**src/rtl/fxp_pkg.sv**
```systemverilog
// Shared definitions for the sequential fixed-point multiplier and divider.
// Holds the default Q2.8 format, the FSM states and the counter-width helper.
package fxp_pkg;

  localparam int FXP_WIDTH = 10;
  localparam int FXP_FRAC  = 8;
  localparam int FXP_CNT_W = $clog2(FXP_WIDTH);

  typedef enum logic [1:0] {
    IDLE = 2'd0,
    CALC = 2'd1,
    DONE = 2'd2
  } fxp_state_e;

  // The iteration counter must hold 0..w-1; keep it at least one bit wide.
  function automatic int fxp_cnt_w(input int w);
    return (w > 1) ? $clog2(w) : 1;
  endfunction

endpackage

```
**src/rtl/fxp_mul_datapath.sv**
```systemverilog
// Shift-add datapath: accumulator/multiplier shift register, the adder,
// and the round/saturate stage that produces the registered result.
module fxp_mul_datapath
  import fxp_pkg::*;
#(
  parameter int WIDTH = FXP_WIDTH,
  parameter int FRAC  = FXP_FRAC,
  parameter int ROUND = 0
) (
  input  logic             clock,
  input  logic             reset,
  input  logic             load,
  input  logic             step,
  input  logic             last,
  input  logic [WIDTH-1:0] a,
  input  logic [WIDTH-1:0] b,
  output logic [WIDTH-1:0] p,
  output logic             ovf
);

  localparam int RW = 2*WIDTH - FRAC + 1;

  logic [WIDTH-1:0]   mcand;
  logic [WIDTH-1:0]   mplier;
  logic [2*WIDTH-1:0] acc;

  logic [WIDTH:0]     sum;
  logic [2*WIDTH-1:0] acc_nx;
  logic               rnd;
  logic [RW-1:0]      r;
  logic               ovf_nx;
  logic [WIDTH-1:0]   p_nx;
  logic               unused_bits;

  // Adding into the upper half keeps the carry, then the whole word shifts right.
  assign sum    = {1'b0, acc[2*WIDTH-1:WIDTH]} + (mplier[0] ? {1'b0, mcand} : '0);
  assign acc_nx = {sum, acc[WIDTH-1:1]};

  generate
    if (ROUND != 0 && FRAC > 0) begin : g_round
      assign rnd = acc_nx[FRAC-1];
    end else begin : g_trunc
      assign rnd = 1'b0;
    end
  endgenerate

  // Round before the range check so a round-up can itself saturate.
  assign r      = {1'b0, acc_nx[2*WIDTH-1:FRAC]} + RW'(rnd);
  assign ovf_nx = |r[RW-1:WIDTH];
  assign p_nx   = ovf_nx ? '1 : r[WIDTH-1:0];

  assign unused_bits = ^{acc, acc_nx};

  always_ff @(posedge clock) begin
    if (reset) begin
      mcand  <= '0;
      mplier <= '0;
      acc    <= '0;
      p      <= '0;
      ovf    <= 1'b0;
    end else if (load) begin
      mcand  <= a;
      mplier <= b;
      acc    <= '0;
      p      <= '0;
      ovf    <= 1'b0;
    end else if (step) begin
      acc    <= acc_nx;
      mplier <= mplier >> 1;
      if (last) begin
        p   <= p_nx;
        ovf <= ovf_nx;
      end
    end
  end

endmodule

```
**src/rtl/fxp_multiplier.sv**
```systemverilog
// Sequential unsigned fixed-point multiplier, one shift-add step per clock.
// Top level owns the IDLE/CALC/DONE FSM and the iteration counter.
module fxp_multiplier
  import fxp_pkg::*;
#(
  parameter int WIDTH = FXP_WIDTH,
  parameter int FRAC  = FXP_FRAC,
  parameter int ROUND = 0
) (
  input  logic             clock,
  input  logic             reset,
  input  logic             start,
  input  logic [WIDTH-1:0] A,
  input  logic [WIDTH-1:0] B,
  output logic [WIDTH-1:0] P,
  output logic             busy,
  output logic             ovf,
  output logic             valid
);

  localparam int CW = fxp_cnt_w(WIDTH);

  fxp_state_e    state, state_nx;
  logic [CW-1:0] cnt;
  logic          accept;
  logic          step;
  logic          last;

  assign accept = start && (state != CALC);
  assign step   = (state == CALC);
  assign last   = step && (cnt == CW'(WIDTH-1));

  always_ff @(posedge clock) begin
    if (reset) state <= IDLE;
    else       state <= state_nx;
  end

  always_comb begin
    state_nx = state;
    case (state)
      IDLE:    if (accept) state_nx = CALC;
      CALC:    if (last)   state_nx = DONE;
      DONE:    if (accept) state_nx = CALC;
      default: state_nx = IDLE;
    endcase
  end

  always_comb begin
    busy  = (state == CALC);
    valid = (state == DONE);
  end

  always_ff @(posedge clock) begin
    if (reset)       cnt <= '0;
    else if (accept) cnt <= '0;
    else if (step)   cnt <= cnt + 1'b1;
  end

  fxp_mul_datapath #(
    .WIDTH (WIDTH),
    .FRAC  (FRAC),
    .ROUND (ROUND)
  ) u_dp (
    .clock (clock),
    .reset (reset),
    .load  (accept),
    .step  (step),
    .last  (last),
    .a     (A),
    .b     (B),
    .p     (P),
    .ovf   (ovf)
  );

endmodule

```
**config.mk**
```make
export PLATFORM = sky130hd
export DESIGN_NAME = fxp_multiplier
export DESIGN_NICKNAME = d
export VERILOG_FILES = /design/src/rtl/fxp_pkg.sv /design/src/rtl/fxp_mul_datapath.sv /design/src/rtl/fxp_multiplier.sv
export SDC_FILE = /design/constraint.sdc
export NUM_CORES = 1
export LEC_CHECK = 0
export ABC_CLOCK_PERIOD_IN_PS = 3100
export BUFFER_PORTS_ARGS = -buffer_cell sky130_fd_sc_hd__buf_4
export CAP_MARGIN = 20
export CORE_MARGIN = 3
export CORE_UTILIZATION = 33
export CTS_BUF_LIST = sky130_fd_sc_hd__clkbuf_16
export CTS_CLUSTER_DIAMETER = 30
export CTS_CLUSTER_SIZE = 30
export DETAILED_ROUTE_END_ITERATION = 16
export GPL_TIMING_DRIVEN = 0
export SKIP_CTS_REPAIR_TIMING = 1
export SYNTH_ARGS = -nofsm -noshare
export SYNTH_HDL_FRONTEND = slang
export SYNTH_SLANG_ARGS = --single-unit
export TNS_END_PERCENT = 20
```
**constraint.sdc**
```tcl
create_clock -name clock -period 3.1 [get_ports clock]
set_input_delay 0.62 -clock clock [delete_from_list [all_inputs] [get_ports clock]]
set_output_delay 0.62 -clock clock [all_outputs]
set_load 0.01 [all_outputs]
```
==> summary.txt <==
Outcome
  • Status: finished clean

Synth
  • Synth Area in XOR/XNOR: 0.0383
  • Syn avg cell area: around 8.4 sq um
  • Post-synth ARST share: 0
  • Cell taking the most area after synthesis: dfxtp_1
  • Synth top area cells: dfxtp_1, a21oi_1, ha_1
  • Most numerous cell in the Yosys netlist: dfxtp_1
  • Leading register cell type out of synthesis: dfxtp_1
  • Adder-cell share of the synthesized area: 0.0744
  • Top cells by count, synth: dfxtp_1, nand2_1, a21oi_1
  • Yosys cell types: 33
  • Post-synth net total: 310
  • Register area share after synthesis: 0.420
  • Synth Cell Area: 0.00229 sq mm
  • Largest family of logic cells by synthesized area: compound AO/OA/AOI/OAI gates
  • Simple-Gate Fraction of Synth Area: 0.180
  • Syn. warnings: 0
  • Yosys reg bits: 48
  • Compound-cell area share of the yosys netlist: 0.194
  • Number of synthesized flops with an enable pin: 0
  • Mapped Cells: roughly 270
  • Mux share of post-synthesis cell area: 0.0437
  • Top-area cell type share of the netlist area: 0.420

Timing
  • Fmax: 371 MHz
  • Fin Clk Skew: 0.0101 ns
  • Period utilization: 0.869
  • Max Slew Vio Count: 0
  • # setup viols final: 0
  • Unrepaired setup endpoints after global routing: false
  • Final Hold Vio Count: 0
  • Relative slew margins: 0.656
  • Tmin final: approximately 2.7 ns
  • Setup tns final: 0 ns
  • Worst Tran Pin Value: 0.516 ns

Setup path
  • CP required: 3.32 ns
  • CP peak stage delay: between 0.3 and 0.4 ns
  • CP arrival: 2.92 ns
  • Kind of critical path: flop to flop
  • Crit end category: flop
  • CP startpoint kind: flop
  • Cell breakdown of the critical path: clkbuf_1 > and2_1 > ha_1 > inv_1 > fa_1 > nand2b_1 > a21oi_1 > o2111ai_1 > o2111ai_1 > a21oi_2 > buf_6 > a21oi_1
  • Slowest-stage cell, CP: fa_1
  • R2R setup slack: around 0.4 ns
  • Reg2reg start: u_dp.mplier[0]$_SDFFE_PP0P_
  • Reg2reg end: u_dp.p[7]$_SDFFE_PP0P_
  • Worst r2r path cells: 12
  • CP Max Fanout: 10

CTS
  • CTS buffer count: 5
  • Clk sinks: 48
  • H-tree levels: 2
  • Root buffer cell: clkbuf_16
  • Clock buffer depth: 2
  • Clock transition at path regs: roughly 0.07 ns
  • Clock Latency Late Sink: 0.29 ns
  • CTS tree: done

Drt
  • Final WL: ~5200 microns
  • Routed WL per cell: between 10 and 15 microns
  • Drt via density: between 4 and 5
  • Detailed Routing Iterations Pass 1: 4
  • DRT iter0 DRCs: 90
  • Final ANT Viol Nets: 0
  • Via count: roughly 2000
  • DRC violations left: 0

Hold path
  • Hold EP: u_dp.p[0]$_SDFFE_PP0P_
  • Min-Delay Path Class: flop to flop
  • Hold depth: 2
  • HP Start: u_dp.acc[9]$_SDFFE_PP0P_

GRT
  • Overflow after GRT: 0
  • Global-route wire length before repair: around 8700 microns
  • Total track usage: 0.139
  • Initial antenna violation count: 0
  • Vias in the first global route: 1862
  • Pin count of the biggest net entering global routing: 16

Layout
  • Layout fillers: approximately 660
  • P&R area growth vs syn: 22.7%
  • Share of post-route cells with drive strength above 1: 0.149
  • Fin cells: ~390
  • FF+latch area: just under 0.001 sq mm
  • Area of the multi-input gates: roughly 0.0012 sq mm
  • Final #Nets: ~350
  • Ant. Diodes: 0

Pwr
  • Worst vdd ir: 0.000205 V
  • Pwr Density: roughly 500 mW/mm^2
  • Leakage: 0.00121 uW
  • Total power draw: 1410 uW

Floorplanning
  • Core Footprint: 0.00653 sq mm
  • Die Ht: 89.3 microns
  • I/O pin count: 36
  • Die area: 0.00797 sq mm
  • Die width: 89.3 microns
  • Row Count: 29
  • Initial Util: 0.350

Placement
  • PortBufs: 34
  • Post-DP HPWL: 3850 microns
  • Placed cells: between 300 and 400
  • Final RePlAce weighted congestion: roughly 0.80

Job
  • Max cap viols: 0
-- layout make-up --
cell class	instances	area share
timing repair buffer	34	0.0909
inverter	10	0.0134
clock buffer	5	0.0446
multi-input combinational	199	0.433
buffer	17	0.0267
tap	77	0.0343
clock inverter	3	0.0152
sequential	48	0.342
-- worst max-delay path, delay by kind of cell, from the launching register on --
kind | cells | cell delay, ns
adder cells (fa/ha/maj) | 2 | 0.57
flip-flops | 1 | 0.33
AND/OR/NAND/NOR | 2 | 0.40
AO/OA/AOI/OAI | 5 | 0.84
buffers and inverters | 3 | 0.48
-- power by group --
part / leakage (uW) / switching (uW) / internal [uW]
clock network: 0.0000814 / 234 / 379
registers: 0.000391 / 13.9 / 643
logic: 0.000733 / 82.1 / 59.4
total: 0.00121 / 330 / 1080
-- logic make-up (layout without fill, tap and decap cells) --
family	count (synthesis)	count (layout)
DFF	48	48
AOI/OAI and AO/OA	75	75
and+or+nand+nor	91	91
xor gates and xnor gates	10	10
buffers and inverters	27	69
adders and majority gates	13	13
muxes	10	10
-- per-stage QoR --
| stage | instance area, sq um | setup slack (ns) | hold slack [ns] | util |
|---|---|---|---|---|
| finish | 2810 | 0.406 | 0.442 | 0.430 |
| global route | 2810 | 0.139 | 0.472 | 0.430 |
| CTS | 2810 | 0.403 | 0.447 | 0.430 |
| detailed placement | 2640 | 0.427 | 0.438 | 0.404 |
| global placement | 2640 | 0.420 | 0.433 | 0.404 |
| floorplan | 2290 | 0.825 | 0.423 | - |
-- flip-flops by register name, indices dropped and copies added, names as in the netlist --
register / cells
cnt: 4
state: 2
u_dp.acc: 11
u_dp.mcand: 10
u_dp.mplier: 10
u_dp.ovf: 1
u_dp.p: 10
-- layer usage --
metal | track usage | share of wire | vias up
met5 | 0 | 0 | -
met4 | 0.0447 | 0.013 | 0
met3 | 0.0249 | 0.028 | 5
met2 | 0.220 | 0.46 | 32
met1 | 0.193 | 0.50 | 893
li1 | - | - | 1024
-- how the worst max path moves through the flow --
stage                                 from                endpoint  slack (ns)  cells past startpoint
2_1_floorplan  u_dp.mplier[0]$_SDFFE_PP0P_  u_dp.p[0]$_SDFFE_PP0P_        0.83                     12
3_3_place_gp   u_dp.mplier[0]$_SDFFE_PP0P_  u_dp.p[0]$_SDFFE_PP0P_        0.42                     12
3_5_place_dp   u_dp.mplier[0]$_SDFFE_PP0P_  u_dp.p[7]$_SDFFE_PP0P_        0.43                     12
4_1_cts        u_dp.mplier[0]$_SDFFE_PP0P_  u_dp.p[1]$_SDFFE_PP0P_        0.40                     12
5_1_grt        u_dp.mplier[0]$_SDFFE_PP0P_  u_dp.p[7]$_SDFFE_PP0P_        0.14                     12
6_report       u_dp.mplier[0]$_SDFFE_PP0P_  u_dp.p[7]$_SDFFE_PP0P_        0.41                     12
-- cell usage in the layout (no fill, tap or decap), drive strengths merged, types with 10 or more instances in the layout --
cell type / netlist / routed
ha: 12 / 12
clkbuf: 12 / 17
o21ai: 18 / 18
nand2: 36 / 36
and2: 13 / 13
a21oi: 32 / 32
buf: 5 / 39
dfxtp: 48 / 48
nor2: 26 / 26
mux2i: 10 / 10
a211oi: 13 / 13
Power figures use the tool's default switching activity.
